**config.mk**
```make
export PLATFORM = sky130hd
export DESIGN_NAME = reg_file
export DESIGN_NICKNAME = d
export VERILOG_FILES = /design/src/rtl/reg_file.sv
export SDC_FILE = /design/constraint.sdc
export NUM_CORES = 2
export LEC_CHECK = 0
export CORE_MARGIN = 1
export CORE_UTILIZATION = 30
export CTS_CLUSTER_DIAMETER = 80
export DETAILED_ROUTE_END_ITERATION = 10
export HOLD_SLACK_MARGIN = 0.03
export SKIP_CTS_REPAIR_TIMING = 1
export SKIP_LAST_GASP = 1
export SLEW_MARGIN = 5
export SYNTH_ARGS = -nofsm -noshare
export SYNTH_HDL_FRONTEND = slang
export SYNTH_SLANG_ARGS = --single-unit
```
**constraint.sdc**
```tcl
create_clock -name clk -period 6.8 [get_ports clk]
set_input_delay 1.36 -clock clk [delete_from_list [all_inputs] [get_ports clk]]
set_output_delay 1.36 -clock clk [all_outputs]
set_load 0.005 [all_outputs]
```
**src/rtl/reg_file.sv**
```systemverilog
// Architectural register file with per-register busy flag and ROB rename tag.
// Optional same-cycle commit-to-lookup bypass: define REG_COMMIT_BYPASS_EN.
module reg_file #(
  parameter int ROB_POS_W = 4
) (
  input  logic                 clk,
  input  logic                 rst,
  input  logic                 rdy,
  input  logic                 rollback,
  input  logic                 issue,
  input  logic [4:0]           issue_rd,
  input  logic [ROB_POS_W-1:0] issue_rob_pos,
  input  logic                 reg_write,
  input  logic [4:0]           reg_rd,
  input  logic [31:0]          reg_val,
  input  logic [ROB_POS_W-1:0] commit_rob_pos,
  input  logic [4:0]           rs1_pos,
  input  logic [4:0]           rs2_pos,
  output logic                 rs1_busy,
  output logic                 rs2_busy,
  output logic [31:0]          rs1_val,
  output logic [31:0]          rs2_val,
  output logic [ROB_POS_W-1:0] rs1_rob_pos,
  output logic [ROB_POS_W-1:0] rs2_rob_pos
);

  logic [31:0]          val_q [32];
  logic [31:0]          val_d [32];
  logic [31:0]          busy_q;
  logic [31:0]          busy_d;
  logic [ROB_POS_W-1:0] tag_q [32];
  logic [ROB_POS_W-1:0] tag_d [32];

  logic commit_en;
  logic issue_en;

  assign commit_en = reg_write && (reg_rd != 5'd0);
  assign issue_en  = issue && (issue_rd != 5'd0) && !rollback;

  // Issue is applied after commit so it wins the busy/tag fields on a same-rd collision.
  always_comb begin
    val_d  = val_q;
    busy_d = busy_q;
    tag_d  = tag_q;
    if (rdy) begin
      if (commit_en) begin
        val_d[reg_rd] = reg_val;
        if (busy_q[reg_rd] && (tag_q[reg_rd] == commit_rob_pos)) begin
          busy_d[reg_rd] = 1'b0;
        end
      end
      if (rollback) begin
        busy_d = '0;
      end else if (issue_en) begin
        busy_d[issue_rd] = 1'b1;
        tag_d[issue_rd]  = issue_rob_pos;
      end
    end
  end

  always_ff @(posedge clk) begin
    if (rst) begin
      busy_q <= '0;
      for (int i = 0; i < 32; i++) begin
        val_q[i] <= '0;
        tag_q[i] <= '0;
      end
    end else begin
      busy_q <= busy_d;
      for (int i = 0; i < 32; i++) begin
        val_q[i] <= val_d[i];
        tag_q[i] <= tag_d[i];
      end
    end
  end

  // x0 is never written or marked busy, so its stored state already reads as zero.
  always_comb begin
    rs1_busy    = busy_q[rs1_pos];
    rs1_val     = val_q[rs1_pos];
    rs1_rob_pos = tag_q[rs1_pos];
    rs2_busy    = busy_q[rs2_pos];
    rs2_val     = val_q[rs2_pos];
    rs2_rob_pos = tag_q[rs2_pos];
`ifdef REG_COMMIT_BYPASS_EN
    if (rdy && !rst && commit_en && (reg_rd == rs1_pos) &&
        busy_q[rs1_pos] && (tag_q[rs1_pos] == commit_rob_pos)) begin
      rs1_busy = 1'b0;
      rs1_val  = reg_val;
    end
    if (rdy && !rst && commit_en && (reg_rd == rs2_pos) &&
        busy_q[rs2_pos] && (tag_q[rs2_pos] == commit_rob_pos)) begin
      rs2_busy = 1'b0;
      rs2_val  = reg_val;
    end
`endif
  end

endmodule

```
==> impl_metrics.toml <==
[status]
outcome = "completed"

[layout]
final_cell_mix = "nand2_1 (2066), dfxtp_1 (1184), a21oi_1 (1060), mux4_2 (750), mux2i_1 (139)"
syn_to_final_growth_pct = 13.29
fin_nets = 6246
instances_no_fill = 8962
final_common_cell = "nand2_1"
fillCellCount = 20070
drive_above_1_share = 0.2070

[timing]
worst_clock_skew_ps = 23.10
maxSlewViolCount = 0
rsz0062_at_grt = "no"
period_needed_ps = 5714
finalCritPeriodShare = 0.8404
hold_violations = 0
fmax_mhz = 175.0
hold_ws_ps = 464.0
worst_pin_slew_ps = 1348
setup_viol = 0
tns_ps = 0
slew_headroom = 0.09838

[power_and_ir_drop]
power_switching_uw = 3777
power_leakage_uw = 0.02208
p_comb_frac = 0.074
p_seq_frac = 0.467
p_int_uw = 11180
power_frac_clock = 0.459
powerDensity_nw_per_um2 = 214.8
swShare = 0.2525
fin_total_pwr_uw = 14960
vdd_drop_max_uv = 213.1

[yosys]
yosys.area_share.adder = 0
netlist_area_um2 = 61480
avgSynthCellArea_um2 = 9.593
ys_seq_area_frac = 0.3855
synth_top_family_by_area = "multiplexers"
ys_ff_latch = 1184
syn_nets = 6475
synth_edf_count = 0
synthDistinctLibCells = 56
synth_top_flop_cell = "dfxtp_1"
synth-simple-area-share = 0.1519
yosysWarnings = 0
syn_inst = 6409
synth-xor-area-share = 0.0004274
synth-compound-area-share = 0.1041
synthArstFlopShare = 0
muxShareOfSynthArea = 0.3113

[global_route]
antenna_found_initial = 20
grt.overflow.total = 0
grt_pass1_vias = 50210
grt_usage = 0.2286
grt_pass1_wl_mm = 348.3
grt_max_degree = 204

[clock_tree]
cts-root-buf = "clkbuf_16"
clockBufferDepth = 3
cts_sinks = 1184
insertion_delay_ps = 760
tritoncts = "yes"
clkTransAtPathRegs_ps = 60
h-tree-depth = 3
numCtsBuffers = 116

[route]
wl_per_cell_um = 27.06
num_vias = 52790
drtIter0Drc = 7434
ant_nets = 0
wl_mm = 242.5
viasPerCell = 5.890
drc = 0
dr.pass1.iters = 7

[setup_path]
crit_end = "rs1_rob_pos[2]"
cp.arrival_ps = 4350
r2r_slack_ps = 4120
worstSetupEndpointType = "primary output"
start_kind = "input port"
crit_fanout = 54
crit_type = "input port to primary output"
r2r-end = "busy_q[16]"
setup.worst_path.start = "rs1_pos[0]"
critPathRequiredTime_ps = 5440
r2r-start = "tag_q[18]"
worst-r2r-cell-count = 8

[placement]
gp_congestion = 0.8992
dpl.cell_count = 8734
numPortBuffers = 139
hpwl_mm = 140.5

[floorplan]
die-area_um2 = 206800
row_count = 165
initial_core_util = 0.3030
ios = 140
die_h_um = 454.7
die_x_um = 454.7
core_um2 = 202900

[worst_hold_path]
hold_class = "flip-flop to flip-flop"

[run]
drv_cap = 0
## critical path, cell delays in order
cell,delay [ps]
buf_8,390
buf_12,420
mux4_2,580
mux4_2,570
mux2_2,340
clkdlybuf4s50_1,470
## worst min-delay path by stage
stage,start,to,slack (ps),cells past startpoint
after global routing,val_q[431],val_q[431],480,2
after global placement,val_q[963],val_q[963],450,2
after CTS,val_q[59],val_q[59],470,2
after floorplan,val_q[160],val_q[160],440,2
after detailed placement,val_q[805],val_q[805],460,2
final,val_q[59],val_q[59],460,2
## Yosys cell counts (5+ instances only)
| master | instances | area share |
|---|---|---|
| nor3_1 | 21 | 0.0017 |
| nor2b_1 | 48 | 0.0049 |
| nor2_1 | 133 | 0.0081 |
| a31oi_1 | 6 | 0.00061 |
| nor4_1 | 8 | 0.00081 |
| buf_2 | 181 | 0.015 |
| mux2_2 | 76 | 0.014 |
| a311oi_2 | 24 | 0.0059 |
| nor2_2 | 5 | 0.00051 |
| a21o_1 | 18 | 0.0022 |
| a21oi_1 | 1060 | 0.086 |
| nand3_1 | 38 | 0.0031 |
| inv_1 | 14 | 0.00085 |
| nand2_1 | 2097 | 0.13 |
| o221ai_1 | 7 | 0.0010 |
| and3_1 | 10 | 0.0010 |
| mux4_2 | 750 | 0.27 |
| o21ai_0 | 30 | 0.0024 |
| buf_4 | 5 | 0.00061 |
| a22oi_1 | 22 | 0.0027 |
| buf_6 | 8 | 0.0015 |
| dfxtp_1 | 1184 | 0.39 |
| clkbuf_1 | 431 | 0.026 |
| mux2i_1 | 139 | 0.023 |
| buf_1 | 32 | 0.0020 |
## final cells by class
| type | count | area [um^2] | area share |
|---|---|---|---|
| antenna | 14 | 35.03 | 0.0005030 |
| clock inverter | 58 | 767.0 | 0.01101 |
| multi-input combinational | 4549 | 35250 | 0.5060 |
| sequential | 1184 | 23700 | 0.3403 |
| inverter | 16 | 60.06 | 0.0008622 |
| clock buffer | 156 | 3216 | 0.04616 |
| tap | 2672 | 3343 | 0.04800 |
| timing repair buffer | 313 | 3286 | 0.04717 |
## cell families (layout without fill, tap and decap cells)
group	count (synthesis)	count (layout)
simple gates	2392	2392
compound gates	1189	1189
flops	1184	1184
mux	965	965
buf+inv	676	543
xor+xnor	3	3
other cells	0	14
## power by group through the flow
| stage | Combinational, uW | Sequential, uW | Clock (uW) |
|---|---|---|---|
| after floorplan | 725 | 7130 | 0 |
| after global placement | 1090 | 7130 | 0 |
| after detailed placement | 1090 | 7140 | 0 |
| after CTS | 1090 | 6980 | 6920 |
| after global routing | 1150 | 6980 | 7180 |
| final | 1110 | 6980 | 6870 |
## registers in the layout (all words and copies together) (netlist names)
register,flops
busy_q,32
tag_q,128
val_q,1024
## metal layers
layer	GRT usage	vias up	wire, um
li1	-	22220	-
met1	0.2857	26280	88090
met2	0.3550	3471	109400
met3	0.04954	816	27260
met4	0.1514	4	17770
met5	0	-	27
## metrics by stage
step | setup slack, ps | cell area (um^2) | util
after floorplan | 2103 | 61480 | -
after global placement | 1152 | 65640 | 0.3234
after detailed placement | 1138 | 65640 | 0.3234
after CTS | 1137 | 69620 | 0.3431
after global routing | 1041 | 69630 | 0.3431
final | 1086 | 69650 | 0.3432
Note: power is estimated with default switching activity, not from simulation.
